`src/rtl/ram32_fifo_ctl_if.sv`:
```
// ram32_fifo_ctl_if
// Producer/consumer side of the RAM32X1D_1 FIFO controller.
//   WR_EN  write request from the producer
//   DIN    write data
//   FULL   FIFO holds 32 entries
//   RD_EN  read request from the consumer
//   DOUT   registered read data
//   EMPTY  FIFO holds no entries
//   COUNT  occupancy, 0..32
// master: the producer/consumer side. slave: the controller.
interface ram32_fifo_ctl_if #(
  parameter int WIDTH = 8
) ();
  logic             WR_EN;
  logic [WIDTH-1:0] DIN;
  logic             FULL;
  logic             RD_EN;
  logic [WIDTH-1:0] DOUT;
  logic             EMPTY;
  logic [5:0]       COUNT;

  modport master (
    output WR_EN, DIN, RD_EN,
    input  FULL, DOUT, EMPTY, COUNT
  );

  modport slave (
    input  WR_EN, DIN, RD_EN,
    output FULL, DOUT, EMPTY, COUNT
  );
endinterface

```
`src/rtl/ram32_fifo_ctl.sv`:
```
// ram32_fifo_ctl
// Sequences WIDTH RAM32X1D_1 slices (32x1 dual-port, falling-edge write) as a
// 32-deep synchronous FIFO. All controller state moves on the rising edge of
// CLK; the slices complete the write on the falling edge inside the same cycle,
// so a word written at edge k is readable through DPO at edge k+1.
//
// Ports:
//   CLK       single clock (slice WCLK is tied to the same net)
//   RST       synchronous active-high reset, priority over all requests
//   fifo      producer/consumer interface (slave modport)
//   RAM_A     write address to A4..A0 of every slice (held between writes)
//   RAM_D     write data, bit i to slice i
//   RAM_WE    write enable, one cycle high per accepted write
//   RAM_DPRA  read address, driven straight from the read pointer
//   RAM_DPO   DPO outputs of the slices, bit i from slice i
//   OVERFLOW  (RAM32_FIFO_CTL_ERR_EN only) sticky: write requested while full
//   UNDERFLOW (RAM32_FIFO_CTL_ERR_EN only) sticky: read requested while empty
//
// Optional build macro: RAM32_FIFO_CTL_ERR_EN adds the OVERFLOW/UNDERFLOW
// flags. Without it, rejected requests are silently dropped.
module ram32_fifo_ctl #(
  parameter int               WIDTH     = 8,
  parameter logic [WIDTH-1:0] DOUT_INIT = {WIDTH{1'b0}}
) (
  input  logic                   CLK,
  input  logic                   RST,
  ram32_fifo_ctl_if.slave        fifo,
  output logic [4:0]             RAM_A,
  output logic [WIDTH-1:0]       RAM_D,
  output logic                   RAM_WE,
  output logic [4:0]             RAM_DPRA,
  input  logic [WIDTH-1:0]       RAM_DPO
`ifdef RAM32_FIFO_CTL_ERR_EN
  ,
  output logic                   OVERFLOW,
  output logic                   UNDERFLOW
`endif
);

  logic [4:0]       wptr_r;
  logic [4:0]       rptr_r;
  logic [5:0]       cnt_r;
  logic [5:0]       cnt_nxt_s;
  logic             full_r;
  logic             empty_r;
  logic [WIDTH-1:0] dout_r;
  logic             ram_we_r;
  logic [4:0]       ram_a_r;
  logic [WIDTH-1:0] ram_d_r;
  logic             wr_ok_s;
  logic             rd_ok_s;

  // Requests are qualified only by registered flags, so nothing from the
  // request inputs reaches FULL/EMPTY/COUNT combinationally.
  assign wr_ok_s = fifo.WR_EN & ~full_r;
  assign rd_ok_s = fifo.RD_EN & ~empty_r;

  // Next occupancy: a simultaneous accepted read and write leaves it unchanged.
  always_comb begin
    cnt_nxt_s = cnt_r;
    case ({wr_ok_s, rd_ok_s})
      2'b10:   cnt_nxt_s = cnt_r + 6'd1;
      2'b01:   cnt_nxt_s = cnt_r - 6'd1;
      default: cnt_nxt_s = cnt_r;
    endcase
  end

  // Pointers, occupancy and the flags derived from the next occupancy.
  always_ff @(posedge CLK) begin
    if (RST) begin
      wptr_r  <= 5'd0;
      rptr_r  <= 5'd0;
      cnt_r   <= 6'd0;
      full_r  <= 1'b0;
      empty_r <= 1'b1;
    end else begin
      // 5-bit pointers wrap 31 -> 0 naturally
      if (wr_ok_s) begin
        wptr_r <= wptr_r + 5'd1;
      end
      if (rd_ok_s) begin
        rptr_r <= rptr_r + 5'd1;
      end
      cnt_r   <= cnt_nxt_s;
      full_r  <= (cnt_nxt_s == 6'd32);
      empty_r <= (cnt_nxt_s == 6'd0);
    end
  end

  // Write port: address/data captured only for accepted writes, so RAM_A
  // keeps the last written address instead of following a wrapped pointer.
  always_ff @(posedge CLK) begin
    if (RST) begin
      ram_we_r <= 1'b0;
      ram_a_r  <= 5'd0;
      ram_d_r  <= {WIDTH{1'b0}};
    end else begin
      ram_we_r <= wr_ok_s;
      if (wr_ok_s) begin
        ram_a_r <= wptr_r;
        ram_d_r <= fifo.DIN;
      end
    end
  end

  // Read data register: captures DPO at the read pointer on accepted reads.
  always_ff @(posedge CLK) begin
    if (RST) begin
      dout_r <= DOUT_INIT;
    end else if (rd_ok_s) begin
      dout_r <= RAM_DPO;
    end
  end

`ifdef RAM32_FIFO_CTL_ERR_EN
  logic ovf_r;
  logic udf_r;

  // Sticky error flags; observational only, they never gate the datapath.
  always_ff @(posedge CLK) begin
    if (RST) begin
      ovf_r <= 1'b0;
      udf_r <= 1'b0;
    end else begin
      ovf_r <= ovf_r | (fifo.WR_EN & full_r);
      udf_r <= udf_r | (fifo.RD_EN & empty_r);
    end
  end

  assign OVERFLOW  = ovf_r;
  assign UNDERFLOW = udf_r;
`endif

  assign RAM_WE     = ram_we_r;
  assign RAM_A      = ram_a_r;
  assign RAM_D      = ram_d_r;
  assign RAM_DPRA   = rptr_r;
  assign fifo.FULL  = full_r;
  assign fifo.EMPTY = empty_r;
  assign fifo.COUNT = cnt_r;
  assign fifo.DOUT  = dout_r;

endmodule

```
`src/flat_wrapper.sv`:
```
// flat-port wrapper written by rule: the top's interface ports become plain ports
module ram32_fifo_ctl_flat 
#(
  parameter int               WIDTH     = 8,
  parameter logic [WIDTH-1:0] DOUT_INIT = {WIDTH{1'b0}}
)
  (CLK, RST, RAM_A, RAM_D, RAM_WE, RAM_DPRA, RAM_DPO, fifo_WR_EN, fifo_DIN, fifo_RD_EN, fifo_FULL, fifo_DOUT, fifo_EMPTY, fifo_COUNT);
  ram32_fifo_ctl_if #(.WIDTH(WIDTH)) fifo_i ();
  input  logic CLK;
  input  logic RST;
  output logic [4:0] RAM_A;
  output logic [WIDTH-1:0] RAM_D;
  output logic RAM_WE;
  output logic [4:0] RAM_DPRA;
  input  logic [WIDTH-1:0] RAM_DPO;
  input wire logic [$bits(fifo_i.WR_EN)-1:0] fifo_WR_EN;
  input wire logic [$bits(fifo_i.DIN)-1:0] fifo_DIN;
  input wire logic [$bits(fifo_i.RD_EN)-1:0] fifo_RD_EN;
  output wire logic [$bits(fifo_i.FULL)-1:0] fifo_FULL;
  output wire logic [$bits(fifo_i.DOUT)-1:0] fifo_DOUT;
  output wire logic [$bits(fifo_i.EMPTY)-1:0] fifo_EMPTY;
  output wire logic [$bits(fifo_i.COUNT)-1:0] fifo_COUNT;
  assign fifo_i.WR_EN = fifo_WR_EN;
  assign fifo_i.DIN = fifo_DIN;
  assign fifo_i.RD_EN = fifo_RD_EN;
  assign fifo_FULL = fifo_i.FULL;
  assign fifo_DOUT = fifo_i.DOUT;
  assign fifo_EMPTY = fifo_i.EMPTY;
  assign fifo_COUNT = fifo_i.COUNT;
  ram32_fifo_ctl #(.WIDTH(WIDTH), .DOUT_INIT(DOUT_INIT)) u_core (.CLK(CLK), .RST(RST), .fifo(fifo_i), .RAM_A(RAM_A), .RAM_D(RAM_D), .RAM_WE(RAM_WE), .RAM_DPRA(RAM_DPRA), .RAM_DPO(RAM_DPO));
endmodule
```
`config.mk`:
```
export PLATFORM = sky130hd
export DESIGN_NAME = ram32_fifo_ctl_flat
export DESIGN_NICKNAME = d
export VERILOG_FILES = /design/src/rtl/ram32_fifo_ctl_if.sv /design/src/rtl/ram32_fifo_ctl.sv /design/src/flat_wrapper.sv
export SDC_FILE = /design/constraint.sdc
export NUM_CORES = 1
export LEC_CHECK = 0
export ABC_AREA = 1
export CORE_MARGIN = 2
export CORE_UTILIZATION = 30
export CTS_CLUSTER_DIAMETER = 120
export DETAILED_ROUTE_END_ITERATION = 16
export MAX_ROUTING_LAYER = met4
export RECOVER_POWER = 50
export SYNTH_ARGS = -nofsm -noshare
export SYNTH_HDL_FRONTEND = slang
export SYNTH_SLANG_ARGS = --single-unit
```
`constraint.sdc`:
```
create_clock -name CLK -period 3 [get_ports CLK]
set_clock_uncertainty 0.2 [all_clocks]
set_input_delay 0.9 -clock CLK [delete_from_list [all_inputs] [get_ports CLK]]
set_output_delay 0.9 -clock CLK [all_outputs]
set_load 0.02 [all_outputs]
```
After elaboration in Yosys (flattened, before gate mapping)
Index checks and enable logic that the tools add are counted.
{ "op_classes": {"addsub": 4, "n_eq_ne": 3, "mux": 1, "n_bitwise": 4, "reduce_logical": 1} }
{ "op_table": {"columns": ["op", "count"], "rows": [
  ["$pmux 6 s2", 1],
  ["$add 5x1->5 const B", 2],
  ["$add 6x1->6 const B", 1],
  ["$eq 6x6->1 const B", 1],
  ["$logic_not 6->1", 1],
  ["$sub 6x1->6 const B", 1],
  ["$and 1x1->1", 2],
  ["$eq 2x1->1 const B", 1],
  ["$eq 2x2->1 const B", 1],
  ["$not 1->1", 2]
]} }
{ "word_totals": {"register_bits": 40, "in_bits": 20, "output_inout_bits": 35, "word_cells": 22} }

Depth between registers and ports, before layout
{ "logic_depth": {"ltp_word": 5, "mapped_depth": 17, "ltp_nobuf": 16} }

Worst setup path before layout
No wires, ideal clock.
{ "synth_timing": {"path_kind": "input to register", "start": "input fifo_WR_EN", "end": "register u_core.empty_r (netlist: u_core.fifo.EMPTY)", "setup_time_ns": 0.062, "arrival_time_ns": 2.481, "required_ns": 2.738, "setup_slack_ns": 0.257, "stages": 12, "n_path_buf": 3, "path_cell_list": "nand2_4 buf_6 clkbuf_1 ha_1 clkbuf_1 o21ai_0 nand2_1 nor2_1 nand3_1 nor2_1 nor2_1 nor2_2"} }
{ "synth_via": {"elab_chain_len": 4, "word_cells_on_any_way": 5, "classes_between": "eq/ne: 2; mux: 1; bitwise: 1; reduce/logical: 1"} }
{ "synth_lines": {"columns": ["item", "line", "rtl"], "rows": [
  ["from (decl)", "flat_wrapper.sv:16", "input wire logic [$bits(fifo_i.WR_EN)-1:0] fifo_WR_EN;"],
  ["$and 1x1->1 (*)", "ram32_fifo_ctl.sv:55", "assign wr_ok_s = fifo.WR_EN & ~full_r;"],
  ["$eq 2x1->1 / $eq 2x2->1 (equally long branches)", "ram32_fifo_ctl.sv:61", "case ({wr_ok_s, rd_ok_s})"],
  ["$pmux 6 s2 (*)", "ram32_fifo_ctl.sv:61", null],
  ["$logic_not 6->1 (*)", "ram32_fifo_ctl.sv:86", "empty_r <= (cnt_nxt_s == 6'd0);"],
  ["to (signal assigned)", "ram32_fifo_ctl.sv:86", null],
  ["to (decl)", "ram32_fifo_ctl.sv:45", "logic empty_r;"]
]} }
Every way passes the cells marked *; elsewhere a longest branch is shown, timed or not.
A chain may end at the register's enable or synchronous reset.

Final worst setup path
{ "layout_timing": {"start": "input fifo_RD_EN", "end": "register u_core.full_r (netlist: u_core.fifo.FULL)"} }
{ "layout_via": {"elab_chain_len": 4, "word_cells_on_any_way": 5, "classes_between": "eq/ne: 3; mux: 1; bitwise: 1"} }
{ "layout_lines": {"columns": ["item", "line", "rtl"], "rows": [
  ["from (decl)", "flat_wrapper.sv:18", "input wire logic [$bits(fifo_i.RD_EN)-1:0] fifo_RD_EN;"],
  ["$and 1x1->1 (*)", "ram32_fifo_ctl.sv:56", "assign rd_ok_s = fifo.RD_EN & ~empty_r;"],
  ["$eq 2x1->1 / $eq 2x2->1 (equally long branches)", "ram32_fifo_ctl.sv:61", null],
  ["$pmux 6 s2 (*)", "ram32_fifo_ctl.sv:61", null],
  ["$eq 6x6->1 (*)", "ram32_fifo_ctl.sv:85", "full_r <= (cnt_nxt_s == 6'd32);"],
  ["to (signal assigned)", "ram32_fifo_ctl.sv:85", null],
  ["to (decl)", "ram32_fifo_ctl.sv:44", "logic full_r;"]
]} }
Marks and branches as above.

==> flow_summary.yaml <==
global_route:
  grt_pass1_wl_um: 7220
  grt_max_degree: 40
  overflow: 0
  antenna_found_initial: 0
  track_usage_pct: 14.3
  first_global_vias: 1673
floorplan:
  core_area_sq_um: 5820
  die_w_um: 81.0
  initial_core_util_pct: 30.6
  rows: 28
  die_h_um: 81.0
  dieArea_sq_um: 6570
  ios: 55
setup_path:
  r2r_cells: 14
  crit_path_frequent_cell: "nand2_1"
  worst_setup_path_start_kind: "primary input"
  crit_chain: "clkdlybuf4s50_1 > inv_2 > nor2_8 > nand2_4 > nand2_1 > nand2_2 > ha_1 > inv_1 > nand2_1 > buf_4 > nand3_2 > nand3_1 > nand3_1 > nand2_1 > nor2_1 > nor2b_1"
  startpoint: "fifo_RD_EN"
  required_ns: 3.03
  critPathCaptureType: "flop"
  r2r_end: "u_core.fifo.FULL"
  critPathKind: "primary input to flop"
  crit_fanout: 5
  crit_path_max_incr_delay_ns: 0.49
  rr_startpoint: "u_core.fifo.EMPTY"
  regToRegSetupSlack_ns: 1.00
  arrival_ns: 2.77
  worstSetupEndpoint: "u_core.fifo.FULL"
  worst_path_max_delay_cell: "clkdlybuf4s50_1"
synth:
  syn_nets: 263
  yosysMostFrequentCell: "nand2_1"
  ys_seq_elements: 40
  synth_cell_types: 28
  ys.warnings.count: 0
  postSynthCellCount: 239
  synthTopCellsByCount: "nand2_1 (67), dfxtp_1 (40), a21oi_1 (25)"
  synthTopCellsByArea: "dfxtp_1 (45%), nand2_1 (14%), a21oi_1 (7.0%), inv_1 (4.2%), nor2_1 (3.6%)"
  yosysTopAreaCellShare_pct: 45.0
  synth_edf_count: 0
  avgSynthCellArea_sq_um: 7.45
  ys_seq_area_share_pct: 45.0
  synth_ff_type: "dfxtp_1"
  async_reset_ff_share_pct: 0
  syn_area_sq_um: 1780
  synth.largest_area_cell: "dfxtp_1"
sta:
  setup_viol: 0
  fmax_mhz: 364
  slew_violations: 0
  setup_tns_ns: 0
  relSlewSlack_pct: 70.3
  finalWorstSetupSlack_ns: 0.254
  rsz0062_at_grt: "no"
  worstMarginPinSlew_ns: 0.446
  period_minus_slack_ns: 2.75
  finalHoldViolations: 0
  finalCritPeriodShare_pct: 91.5
  fin_hold_ws_ns: 0.264
pwr:
  power.share.sequential_pct: 36.2
  power_mw: 1.93
  p_leak_nw: 1.10
  pwr-share-clk_pct: 21.6
  vdd_ir_drop_max_mv: 0.307
  switchingPower_mw: 0.684
  p_int_mw: 1.25
  p_per_area_nw_per_um2: 740
  switching_share_pct: 35.4
  comb_power_share_pct: 42.3
clock_tree:
  holdBufCountCts: 0
  clockBufferDepth: 2
  postCtsResizedCells: 0
  cts_tree: "done"
  cts_made_buffers: 5
  post_cts_buffers: 0
  h-tree-depth: 2
  clock_latency_ns: 0.28
  clockRootBuffer: "clkbuf_8"
  clk_pin_slew_ns: 0.07
  cts_sinks: 40
place:
  place.gp.congestion: 0.850
  place_ws_ns: -0.0177
  numPortBuffers: 54
  placed_cells: 375
  dp_hpwl_um: 3070
  post_dp_cell_area_sq_um: 2510
route:
  wl_um: 4080
  wl_per_cell_um: 10.7
  antenna_left: 0
  drt_iter0_markers: 42
  dr_total_vias: 1663
  vias_per_cell: 4.34
  route.detailed.drc: 0
  first_pass_iters: 4
final_layout:
  area_growth_pct: 46.4
  nets: 331
  drive_gt1_share_pct: 12.3
  fin_cells: 383
  num_antenna_cells: 0
  postLayoutCellArea_sq_um: 2610
  nFillCells: 610
  final_util_pct: 44.8
outcome:
  outcome: "completed"
hold_path:
  min_path_type: "flop to flop"
flow_run:
  cap_violations: 0
-- critical path, delay by kind of cell --
family	cells	cell delay, ns
simple gates	11	0.95
fa+ha+maj	1	0.17
buf+inv	4	0.75
-- cell type report --
| class | count | area, sq um | share of cell area (%) |
|---|---|---|---|
| Tap cell | 75 | 93.8 | 3.60 |
| Sequential cell | 40 | 801 | 30.7 |
| Timing Repair Buffer | 71 | 669 | 25.7 |
| Multi-Input combinational cell | 165 | 845 | 32.4 |
| Clock inverter | 2 | 35.0 | 1.34 |
| Inverter | 24 | 90.1 | 3.46 |
| Clock buffer | 6 | 72.6 | 2.78 |
-- cells in the final DEF, fill, tap and decap left out, drive strengths merged, types with 10 or more instances in the layout --
master         count
nand2             74
clkdlybuf4s50     48
dfxtp             40
a21oi             25
inv               24
nor2              20
buf               13
nand3             13
clkbuf            10
-- how the worst min path moves through the flow --
stage,from,endpoint,slack [ns],cells after the start
5_1_grt,u_core.fifo.DOUT[2],u_core.fifo.DOUT[2],0.29,2
4_1_cts,u_core.RAM_D[2],u_core.RAM_D[2],0.27,2
2_1_floorplan,u_core.wptr_r[4],u_core.RAM_A[4],0.25,2
3_3_place_gp,u_core.fifo.DOUT[0],u_core.fifo.DOUT[0],0.25,2
6_report,u_core.RAM_D[2],u_core.RAM_D[2],0.26,2
3_5_place_dp,u_core.RAM_D[2],u_core.RAM_D[2],0.26,2
-- flip-flops by register name, indices dropped and copies added (netlist names) --
signal             flops
u_core.fifo.FULL       1
u_core.fifo.DOUT       8
u_core.RAM_WE          1
u_core.fifo.EMPTY      1
u_core.RAM_A           5
u_core.wptr_r          5
u_core.fifo.COUNT      6
u_core.RAM_DPRA        5
u_core.RAM_D           8
-- routing by layer --
layer	up-vias	GRT usage [%]	wire length (um)
met3	4	3.44	131
met5	-	-	0
met4	0	3.90	22
met1	739	17.1	1940
li1	900	-	-
met2	20	24.0	1990
-- power groups by stage --
stage	combinational, mW	sequential, mW	clock [mW]
after detailed placement	0.835	0.712	0
final	0.816	0.698	0.416
after floorplan	0.380	0.796	0
after CTS	0.838	0.700	0.438
after global routing	0.913	0.716	0.458
after global placement	0.835	0.713	0
-- cells by family after synthesis --
logic type / Yosys count / share of synthesized area, %
compound gates: 33 / 9.77
simple gates: 125 / 33.4
xor+xnor: 3 / 1.48
fa+ha+maj: 4 / 2.81
flops: 40 / 45.0
buf+inv: 34 / 7.59
Power figures use the tool's default switching activity.
